--- src/rtl/fwd_hazard_unit.sv ---
// Forwarding and load-use hazard unit for the miniRV ID stage, with a stall watchdog.
// Define FWD_PERF_CNT_EN to add the stall_cnt performance counter port.
module fwd_hazard_unit #(
    parameter int XLEN       = 32,
    parameter int NRP        = 2,
    parameter int NSTG       = 3,
    parameter int HIST_DEPTH = 1,
    parameter int STALL_MAX  = 4
) (
    input  logic                 cpu_clk,
    input  logic                 cpu_rst,
    input  logic [NRP*5-1:0]     id_rs_addr,
    input  logic [NRP-1:0]       id_rs_used,
    input  logic [NSTG-1:0]      stg_we,
    input  logic [NSTG*5-1:0]    stg_rd,
    input  logic [NSTG*XLEN-1:0] stg_wd,
    input  logic [NSTG-1:0]      stg_wd_ok,
    output logic [NRP-1:0]       fwd_en,
    output logic [NRP*XLEN-1:0]  fwd_data,
    output logic                 stall,
    output logic                 stall_timeout
`ifdef FWD_PERF_CNT_EN
    ,
    output logic [31:0]          stall_cnt
`endif
);

    localparam int HD     = (HIST_DEPTH > 0) ? HIST_DEPTH : 1;
    localparam int SCNT_W = $clog2(STALL_MAX + 1);
    localparam logic [SCNT_W-1:0] SCNT_MAX = SCNT_W'(STALL_MAX);
    localparam logic [0:0] RUN     = 1'b0;
    localparam logic [0:0] STALLED = 1'b1;

    logic [HD-1:0]   hv_q;
    logic [4:0]      hrd_q [HD];
    logic [XLEN-1:0] hwd_q [HD];

    // Retired-write history: entry 0 is the most recent WB write, advanced every cycle.
    generate
        if (HIST_DEPTH > 0) begin : g_hist
            always_ff @(posedge cpu_clk or negedge cpu_rst) begin
                if (!cpu_rst) begin
                    hv_q <= '0;
                end else begin
                    hv_q[0] <= stg_we[NSTG-1] & (stg_rd[(NSTG-1)*5 +: 5] != 5'd0);
                    for (int i = 1; i < HIST_DEPTH; i++) begin
                        hv_q[i] <= hv_q[i-1];
                    end
                end
            end

            always_ff @(posedge cpu_clk) begin
                hrd_q[0] <= stg_rd[(NSTG-1)*5 +: 5];
                hwd_q[0] <= stg_wd[(NSTG-1)*XLEN +: XLEN];
                for (int i = 1; i < HIST_DEPTH; i++) begin
                    hrd_q[i] <= hrd_q[i-1];
                    hwd_q[i] <= hwd_q[i-1];
                end
            end
        end else begin : g_nohist
            assign hv_q     = '0;
            assign hrd_q[0] = '0;
            assign hwd_q[0] = '0;
        end
    endgenerate

    logic [NRP-1:0]  hit_c;
    logic [NRP-1:0]  ok_c;
    logic [XLEN-1:0] dat_c [NRP];

    // Scan lowest priority first so the youngest producer overwrites older matches.
    always_comb begin
        for (int p = 0; p < NRP; p++) begin
            hit_c[p] = 1'b0;
            ok_c[p]  = 1'b0;
            dat_c[p] = '0;
            if (id_rs_used[p] && (id_rs_addr[p*5 +: 5] != 5'd0)) begin
                for (int h = HIST_DEPTH - 1; h >= 0; h--) begin
                    if (hv_q[h] && (hrd_q[h] == id_rs_addr[p*5 +: 5])) begin
                        hit_c[p] = 1'b1;
                        ok_c[p]  = 1'b1;
                        dat_c[p] = hwd_q[h];
                    end
                end
                for (int s = NSTG - 1; s >= 0; s--) begin
                    if (stg_we[s] && (stg_rd[s*5 +: 5] == id_rs_addr[p*5 +: 5])) begin
                        hit_c[p] = 1'b1;
                        ok_c[p]  = stg_wd_ok[s];
                        dat_c[p] = stg_wd[s*XLEN +: XLEN];
                    end
                end
            end
        end
    end

    always_comb begin
        fwd_en   = '0;
        fwd_data = '0;
        stall    = 1'b0;
        for (int p = 0; p < NRP; p++) begin
            fwd_en[p]                 = hit_c[p] & ok_c[p];
            fwd_data[p*XLEN +: XLEN]  = (hit_c[p] && ok_c[p]) ? dat_c[p] : '0;
            stall                     = stall | (hit_c[p] & ~ok_c[p]);
        end
    end

    logic [0:0]        state_q, state_d;
    logic [SCNT_W-1:0] scnt_q, scnt_d;
    logic              timeout_q, timeout_d;

    // Watchdog: timeout latches on the edge where the stall run reaches STALL_MAX.
    always_comb begin
        state_d = state_q;
        scnt_d  = scnt_q;
        case (state_q)
            RUN: begin
                if (stall) begin
                    state_d = STALLED;
                    scnt_d  = SCNT_W'(1);
                end
            end
            default: begin
                if (stall) begin
                    if (scnt_q != SCNT_MAX) scnt_d = scnt_q + SCNT_W'(1);
                end else begin
                    state_d = RUN;
                    scnt_d  = '0;
                end
            end
        endcase
        timeout_d = timeout_q | (stall & (scnt_d == SCNT_MAX));
    end

    always_ff @(posedge cpu_clk or negedge cpu_rst) begin
        if (!cpu_rst) begin
            state_q   <= RUN;
            scnt_q    <= '0;
            timeout_q <= 1'b0;
        end else begin
            state_q   <= state_d;
            scnt_q    <= scnt_d;
            timeout_q <= timeout_d;
        end
    end

    assign stall_timeout = timeout_q;

`ifdef FWD_PERF_CNT_EN
    logic [31:0] cnt_q, cnt_d;

    assign cnt_d = stall ? cnt_q + 32'd1 : cnt_q;

    always_ff @(posedge cpu_clk or negedge cpu_rst) begin
        if (!cpu_rst) cnt_q <= '0;
        else          cnt_q <= cnt_d;
    end

    assign stall_cnt = cnt_q;
`endif

endmodule
--- config.mk ---
export PLATFORM = sky130hd
export DESIGN_NAME = fwd_hazard_unit
export DESIGN_NICKNAME = d
export VERILOG_FILES = /design/src/rtl/fwd_hazard_unit.sv
export SDC_FILE = /design/constraint.sdc
export NUM_CORES = 1
export LEC_CHECK = 0
export CAP_MARGIN = 25
export CORE_MARGIN = 2
export CORE_UTILIZATION = 44
export CTS_BUF_LIST = sky130_fd_sc_hd__clkbuf_16
export DETAILED_ROUTE_END_ITERATION = 12
export PLACE_DENSITY = 0.89
export SYNTH_ARGS = -nofsm -noshare
export SYNTH_HDL_FRONTEND = slang
export SYNTH_SLANG_ARGS = --single-unit
--- constraint.sdc ---
create_clock -name cpu_clk -period 5.5 [get_ports cpu_clk]
set_input_delay 0.55 -clock cpu_clk [delete_from_list [all_inputs] [get_ports cpu_clk]]
set_output_delay 0.55 -clock cpu_clk [all_outputs]
set_load 0.02 [all_outputs]
==> out/results.tsv, run 1 <==
stage	metric	value	unit
status	outcome	complete, no violations	
timing	fmax	206	MHz
finish	seq_area	891	um^2
floorplanning	die_area	9280	um^2
clock_network	post_cts_buffers	0	
logic_synthesis	syn_nets	629	
critical_path	slowest_stage	clkdlybuf4s50_1	
critical_path	crit_arrival	4.30	ns
grt	track_usage	29.8	%
route	drt_iter0_drc	206	
logic_synthesis	synth_seq_cells	43	
clock_network	ctsRootBufferMaster	clkbuf_16	
place	dp_slack	0.731	ns
timing	skew	0.00230	ns
flow_run	drv_cap	0	
logic_synthesis	netlist_area	3750	um^2
floorplanning	start_util	45.4	%
clock_network	cts_tree	done	
place	finalWeightedCongestion	0.886	
pwr	leakage	1.98	nW
grt	grt_max_degree	40	
timing	fin_crit_sh	88.1	%
grt	grt_pass1_vias	4459	
logic_synthesis	synth_edf_count	0	
route	wire_per_inst	18.4	um
logic_synthesis	ys_async_sr_fraction	14.0	%
pwr	ir_worst_vdd	110	uV
grt	antenna_found_initial	0	
route	wl	14000	um
grt	grt_pass1_wl	21800	um
clock_network	ctsResizeCount	0	
floorplanning	top_level_ports	199	
logic_synthesis	synth_cells	496	
route	viasPerCell	6.01	
route	num_vias	4581	
critical_path	crit_top_cell	clkdlybuf4s50_1	
critical_path	crit_required	4.95	ns
critical_path	start_kind	input port	
hold_path	holdCritStartpoint	stall_timeout$_DFF_PN0_	
timing	grt_setup_unrepaired	no	
finish	instances_no_fill	762	
clock_network	hold_buffers	0	
critical_path	crit_path_end_kind	output pin	
clock_network	clock_sinks	43	
route	ant_nets	0	
grt	grt_overflow_total	0	
logic_synthesis	yosysUniqueCellTypes	42	
hold_path	hp-class	reg -> reg	
critical_path	slowest_delay	0.67	ns
logic_synthesis	ys_seq_area_share	23.7	%
timing	slew_violations	0	
route	drc	0	
floorplanning	core_area	8260	um^2
timing	setup_tns	0	ns
place	portBuffers	198	
route	first_pass_iters	5	
finish	final_common_cell	clkdlybuf4s50_1	
place	dp_hpwl	10500	um
finish	synthToLayoutAreaGrowth	56.7	%
logic_synthesis	synth.avg_cell_area	7.57	um^2
logic_synthesis	dominantRegCellSynth	dfxtp_1	
pwr	total_power	899	uW
critical_path	crit_start	id_rs_addr[6]	
timing	hold_violations	0	
place	place_inst	755	
critical_path	path_buf_inv	3	
pwr	power.density	153	nW/um^2
timing	fin_ws	0.655	ns
critical_path	crit_type	in -> out	
floorplanning	fp.dieH	96.3	um
clock_network	cts-htree-levels	2	
finish	drive_gt1_share	8.98	%
clock_network	clkLatencyLatePin	0.28	ns
floorplanning	die_width	96.3	um
critical_path	cp_top_family	buffers and inverters	
finish	final_cell_mix	198 x clkdlybuf4s50_1, 97 x nor2_1, 37 x dfxtp_1	
clock_network	cts_buffers	5	
timing	setup_violations	0	
finish	fin_nets	790	
timing	min_period	4.85	ns
finish	num_antenna_cells	0	
floorplanning	num_rows	33	
finish	multi_input_area	2610	um^2
timing	relSlewSlack	35.6	%
critical_path	crit_path_max_fanout	19	
logic_synthesis	yosysWarnings	0	
finish	nFillCells	658	
clock_network	clock_path_buffers	2	
clock_network	clkTransAtPathRegs	0.06	ns
timing	worst_slew_pin_slew	0.963	ns
critical_path	timing.rr.start	hrd_q[0][3]$_DFF_P_	
critical_path	crit_chain	clkdlybuf4s50_1 -> xor2_1 -> nor4_2 -> and3_1 -> o311ai_1 -> nand2_1 -> buf_4 -> a211oi_1 -> clkdlybuf4s50_1	
[layer usage]
metal,global-route usage (%),share of wire (%)
met1,34.1,39
met2,54.6,50
met3,6.11,8.8
met4,10.2,2.2
met5,0,0
[registers in the layout (all words and copies together), names as in the netlist]
signal,cells
hwd_q,32
scnt_q,3
hrd_q,5
hv_q,1
stall_timeout,1
state_q,1
[through the flow]
stage,hold WS [ns],util (%),area (um^2)
3_5_place_dp,0.471,69.6,5750
2_1_floorplan,0.254,-,3750
4_1_cts,0.486,71.2,5880
6_report,0.480,71.2,5880
5_1_grt,0.504,71.2,5880
3_3_place_gp,0.454,69.6,5750
[kinds of logic (layout without fill, tap and decap cells)]
family / after synthesis / after routing / synth area share (%)
AND/OR/NAND/NOR: 164 / 164 / 19.6
AO/OA/AOI/OAI: 151 / 151 / 29.5
buffers and inverters: 63 / 224 / 7.34
flip-flops: 43 / 43 / 23.7
XOR/XNOR: 40 / 40 / 9.34
multiplexers: 33 / 33 / 9.87
adder cells (fa/ha/maj): 2 / 2 / 0.667
[cell type report]
| type | instances | share of cell area, % |
|---|---|---|
| multi-input cells | 390 | 44.5 |
| repair buffers | 210 | 35.5 |
| clock buffers | 5 | 2.13 |
| well taps | 105 | 2.23 |
| flip-flops and latches | 43 | 15.2 |
| inverters | 7 | 0.447 |
| clock inverters | 2 | 0.128 |
[synthesized netlist by cell type (4+ instances only)]
master / n / area share (%)
a211oi_1: 33 / 6.6
a21oi_1: 36 / 4.8
a221oi_1: 32 / 7.5
a22oi_1: 32 / 6.4
and3_1: 5 / 0.83
buf_2: 19 / 2.5
clkbuf_1: 33 / 3.3
dfrtp_1: 6 / 4.0
dfxtp_1: 37 / 20
inv_1: 7 / 0.70
mux2_2: 32 / 9.6
nand2_1: 7 / 0.70
nand4_1: 4 / 0.67
nor2_1: 99 / 9.9
nor3_1: 34 / 4.5
xnor2_1: 20 / 4.7
xor2_1: 20 / 4.7
[power breakdown]
group	total, mW	switching [mW]	internal, mW	leakage, nW
clock	0.276	0.113	0.162	0.0723
combinational	0.273	0.124	0.149	1.52
sequential	0.350	0.0170	0.333	0.391
total	0.899	0.254	0.645	1.98
[final timing paths]
path	endpoint	slack, ns	depth (start not counted)
max in group asynchronous	scnt_q[0]$_DFF_PN0_	4.79	1
worst max-delay path	fwd_data[54]	0.65	9
worst min register to register	stall_timeout$_DFF_PN0_	0.48	1
worst min-delay path	stall_timeout$_DFF_PN0_	0.48	1
worst max register to register	stall_timeout$_DFF_PN0_	3.29	7
min in group asynchronous	hv_q$_DFF_PN0_	0.50	1
No activity file was read; power rests on OpenSTA's default activity.
==> run 2: changes to the inputs <==
--- a/config.mk
+++ b/config.mk
@@ -9,6 +9,7 @@
 export CORE_MARGIN = 2
 export CORE_UTILIZATION = 44
 export CTS_BUF_LIST = sky130_fd_sc_hd__clkbuf_16
+export CTS_CLUSTER_SIZE = 14
 export DETAILED_ROUTE_END_ITERATION = 12
 export PLACE_DENSITY = 0.89
 export SYNTH_ARGS = -nofsm -noshare
==> results of run 2 <==
The final DEF is identical to that of run 1; final timing and power are the same.
==> run 3: changes to the inputs <==
--- a/config.mk
+++ b/config.mk
@@ -5,13 +5,14 @@
 export SDC_FILE = /design/constraint.sdc
 export NUM_CORES = 1
 export LEC_CHECK = 0
+export ABC_AREA = 1
 export CAP_MARGIN = 25
 export CORE_MARGIN = 2
-export CORE_UTILIZATION = 44
+export CORE_UTILIZATION = 46
 export CTS_BUF_LIST = sky130_fd_sc_hd__clkbuf_16
 export CTS_CLUSTER_SIZE = 14
 export DETAILED_ROUTE_END_ITERATION = 12
-export PLACE_DENSITY = 0.89
+export PLACE_DENSITY = 0.88
 export SYNTH_ARGS = -nofsm -noshare
 export SYNTH_HDL_FRONTEND = slang
 export SYNTH_SLANG_ARGS = --single-unit
==> run 3 against run 2 <==
Against the previous run:
- worst hold slack worse by 0.0053 ns
- first-iteration DRC count up 66%
- count of clock-buffer cells in the layout unchanged
- global-route usage up 1.2 points
- final cell count up 32%
- critical path depth up 3
- area after synthesis up 16%
==> out/results.tsv, run 3 <==
stage	metric	value	unit	change
floorplanning	top_level_ports	199		unchanged
logic_synthesis	dominantRegCellSynth	dfxtp_1		unchanged
route	drc	0		unchanged
logic_synthesis	synth_seq_cells	43		unchanged
clock_network	cts_buffers	5		unchanged
timing	relSlewSlack	41.5	%	was 35.6%
clock_network	cts_tree	done		unchanged
logic_synthesis	synth_top_area_share	17.0	%	was 19.7%
pwr	leakage	2.66	nW	was 1.98 nW
clock_network	hold_buffers	0		unchanged
clock_network	clkLatencyLatePin	0.28	ns	about the same
logic_synthesis	ys_seq_area_share	20.4	%	was 23.7%
logic_synthesis	yosysMostFrequentCell	nand2_1		was nor2_1
critical_path	path_buf_inv	3		unchanged
clock_network	post_cts_buffers	0		unchanged
timing	hold_violations	0		unchanged
timing	setup_violations	0		unchanged
logic_synthesis	netlist_top_cells_count	170 x nand2_1, 87 x o21ai_0, 85 x inv_1		was 99 x nor2_1, 37 x dfxtp_1, 36 x a21oi_1
logic_synthesis	ys_async_sr_fraction	14.0	%	unchanged
timing	slew_violations	0		unchanged
route	first_pass_iters	5		unchanged
critical_path	crit_chain	clkdlybuf4s50_1 -> inv_2 -> nand2_1 -> nand2_1 -> nor2_1 -> nand3_2 -> nand2_4 -> nand3_2 -> nand2_1 -> nand2_2 -> a221oi_1 -> clkdlybuf4s50_1		was clkdlybuf4s50_1 -> xor2_1 -> nor4_2 -> and3_1 -> o311ai_1 -> nand2_1 -> buf_4 -> a211oi_1 -> clkdlybuf4s50_1
place	place_area	6300	um^2	was 5750 um^2
logic_synthesis	synth_area_leaders	dfxtp_1 17%, nand2_1 15%, o21ai_0 10%		was dfxtp_1 20%, nor2_1 9.9%, mux2_2 9.6%
floorplanning	num_rows	35		was 33
critical_path	start_kind	input port		unchanged
route	wire_per_inst	16.1	um	was 18.4 um
floorplanning	start_util	47.4	%	was 45.4%
finish	nFillCells	824		was 658
timing	fin_crit_sh	83.9	%	was 88.1%
hold_path	hp-class	reg -> reg		unchanged
timing	setup_tns	0	ns	unchanged
route	viasPerCell	5.67		was 6.01
floorplanning	die_width	101	um	was 96.3 um
finish	synthToLayoutAreaGrowth	48.4	%	was 56.7%
timing	fin_ws	0.884	ns	was 0.655 ns
clock_network	cts-htree-levels	2		unchanged
logic_synthesis	netlist_area	4360	um^2	was 3750 um^2
place	dp_slack	0.886	ns	was 0.731 ns
logic_synthesis	synth_cells	731		was 496
logic_synthesis	synth_area_leader_cell	dfxtp_1		unchanged
clock_network	clock_sinks	43		unchanged
timing	min_period	4.62	ns	was 4.85 ns
finish	final_cell_mix	198 x clkdlybuf4s50_1, 170 x nand2_1, 87 x o21ai_0		was 198 x clkdlybuf4s50_1, 97 x nor2_1, 37 x dfxtp_1
floorplanning	fp.dieH	101	um	was 96.3 um
critical_path	crit_path_end_kind	output pin		unchanged
finish	final_common_cell	clkdlybuf4s50_1		unchanged
finish	largest_register_ffs	32		unchanged
finish	reg.largest.list	hwd_q x32, hrd_q x5, scnt_q x3		unchanged
grt	grt_pass1_wl	25600	um	was 21800 um
critical_path	slowest_delay	0.67	ns	about the same
finish	fin_nets	1029		was 790
critical_path	crit_arrival	4.07	ns	was 4.30 ns
clock_network	ctsResizeCount	0		unchanged
route	ant_nets	0		unchanged
place	portBuffers	198		unchanged
timing	grt_setup_unrepaired	no		unchanged
timing	skew	0.00155	ns	was 0.00230 ns
timing	worst_slew_pin_slew	0.875	ns	was 0.963 ns
grt	grt_overflow_total	0		unchanged
floorplanning	die_area	10300	um^2	was 9280 um^2
logic_synthesis	synth_edf_count	0		unchanged
grt	grt_max_degree	44		was 40
grt	track_usage	31.0	%	was 29.8%
grt	antenna_found_initial	0		unchanged
flow_run	drv_cap	0		unchanged
pwr	power.density	157	nW/um^2	was 153 nW/um^2
route	drt_iter0_drc	341		was 206
logic_synthesis	synth.avg_cell_area	5.96	um^2	was 7.57 um^2
finish	regMostFlops	hwd_q		unchanged
grt	grt_pass1_vias	5104		was 4459
timing	fmax	217	MHz	was 206 MHz
clock_network	ctsRootBufferMaster	clkbuf_16		unchanged
critical_path	crit_type	in -> out		unchanged
logic_synthesis	yosysWarnings	0		unchanged
critical_path	slowest_stage	clkdlybuf4s50_1		unchanged
place	finalWeightedCongestion	0.998		was 0.886
critical_path	crit_required	4.95	ns	about the same
place	dp_hpwl	12200	um	was 10500 um
critical_path	crit_top_cell	nand2_1		was clkdlybuf4s50_1
finish	num_antenna_cells	0		unchanged
route	wl	16200	um	was 14000 um
route	num_vias	5720		was 4581
finish	drive_gt1_share	8.03	%	was 8.98%
floorplanning	core_area	9200	um^2	was 8260 um^2
critical_path	crit_path_max_fanout	34		was 19
logic_synthesis	syn_nets	864		was 629
logic_synthesis	yosysUniqueCellTypes	34		was 42
status	outcome	complete, no violations		unchanged
pwr	ir_worst_vdd	154	uV	was 110 uV
clock_network	clkTransAtPathRegs	0.06	ns	about the same
critical_path	cp_top_family	simple AND/OR/NAND/NOR gates		was buffers and inverters
clock_network	clock_path_buffers	2		unchanged
finish	finalInstanceArea	6470	um^2	was 5880 um^2
[run 3: cell types whose count changed after synthesis, sizes merged, moves of 14 or more]
cell,previous run,this run
nand2,7,180
inv,7,99
a22oi,32,0
xor2,20,2
nand3,2,44
buf,23,37
nor2,99,84
a21oi,36,51
nor3,34,2
mux2,32,0
a211oi,35,7
clkbuf,33,9
xnor2,20,0
o21ai,2,98
[run 3: metal layers]
metal | vias up | share of wire [%] | track usage (%)
met5 | - | 0 | 0
met4 | 0 | 2.1 | 8.42
met3 | 35 | 9.0 | 4.21
met2 | 295 | 46 | 51.4
met1 | 2611 | 42 | 42.2
li1 | 2779 | - | -
[run 3: path summary, 6_finish.rpt]
kind | from | cells after the start | endpoint | slack, ns
worst min-delay path | stall_timeout$_DFF_PN0_ | 1 | stall_timeout$_DFF_PN0_ | 0.48
max in group asynchronous | cpu_rst | 1 | hv_q$_DFF_PN0_ | 4.76
worst min register to register | stall_timeout$_DFF_PN0_ | 1 | stall_timeout$_DFF_PN0_ | 0.48
min in group asynchronous | cpu_rst | 1 | stall_timeout$_DFF_PN0_ | 0.51
worst max-delay path | id_rs_addr[4] | 12 | fwd_data[2] | 0.88
worst max register to register | hrd_q[0][2]$_DFF_P_ | 14 | stall_timeout$_DFF_PN0_ | 2.95
[run 3: cell families after synthesis]
kind of cell	after synthesis	share of synthesized area, %
XOR/XNOR	2	0.402
AO/OA/AOI/OAI	215	32.8
flip-flops	43	20.4
buffers and inverters	145	13.8
AND/OR/NAND/NOR	324	31.9
adder cells (fa/ha/maj)	2	0.574
[run 3: power by group]
part / switching, mW / internal (mW) / leakage, nW
Combinational: 0.171 / 0.151 / 2.19
Clock: 0.125 / 0.214 / 0.0838
Sequential: 0.0146 / 0.339 / 0.388
Total: 0.310 / 0.704 / 2.66
[run 3: area by class of cell]
type / count / area (um^2) / share of cell area (%)
multi-input combinational: 543 / 2870 / 44.4
timing repair buffer: 204 / 2030 / 31.3
sequential: 43 / 891 / 13.8
inverter: 99 / 372 / 5.74
tap: 111 / 139 / 2.15
clock buffer: 5 / 125 / 1.93
clock inverter: 3 / 43.8 / 0.677
[run 3: metrics by stage]
step	utilization (%)	instances	hold WS [ns]	total power, mW
6_report	70.4	1008	0.475	1.01
5_1_grt	70.4	1008	0.485	1.07
4_1_cts	70.4	1008	0.477	1.02
3_5_place_dp	68.5	1000	0.457	0.676
3_3_place_gp	68.5	1000	0.457	0.672
2_1_floorplan	-	731	0.254	0.519
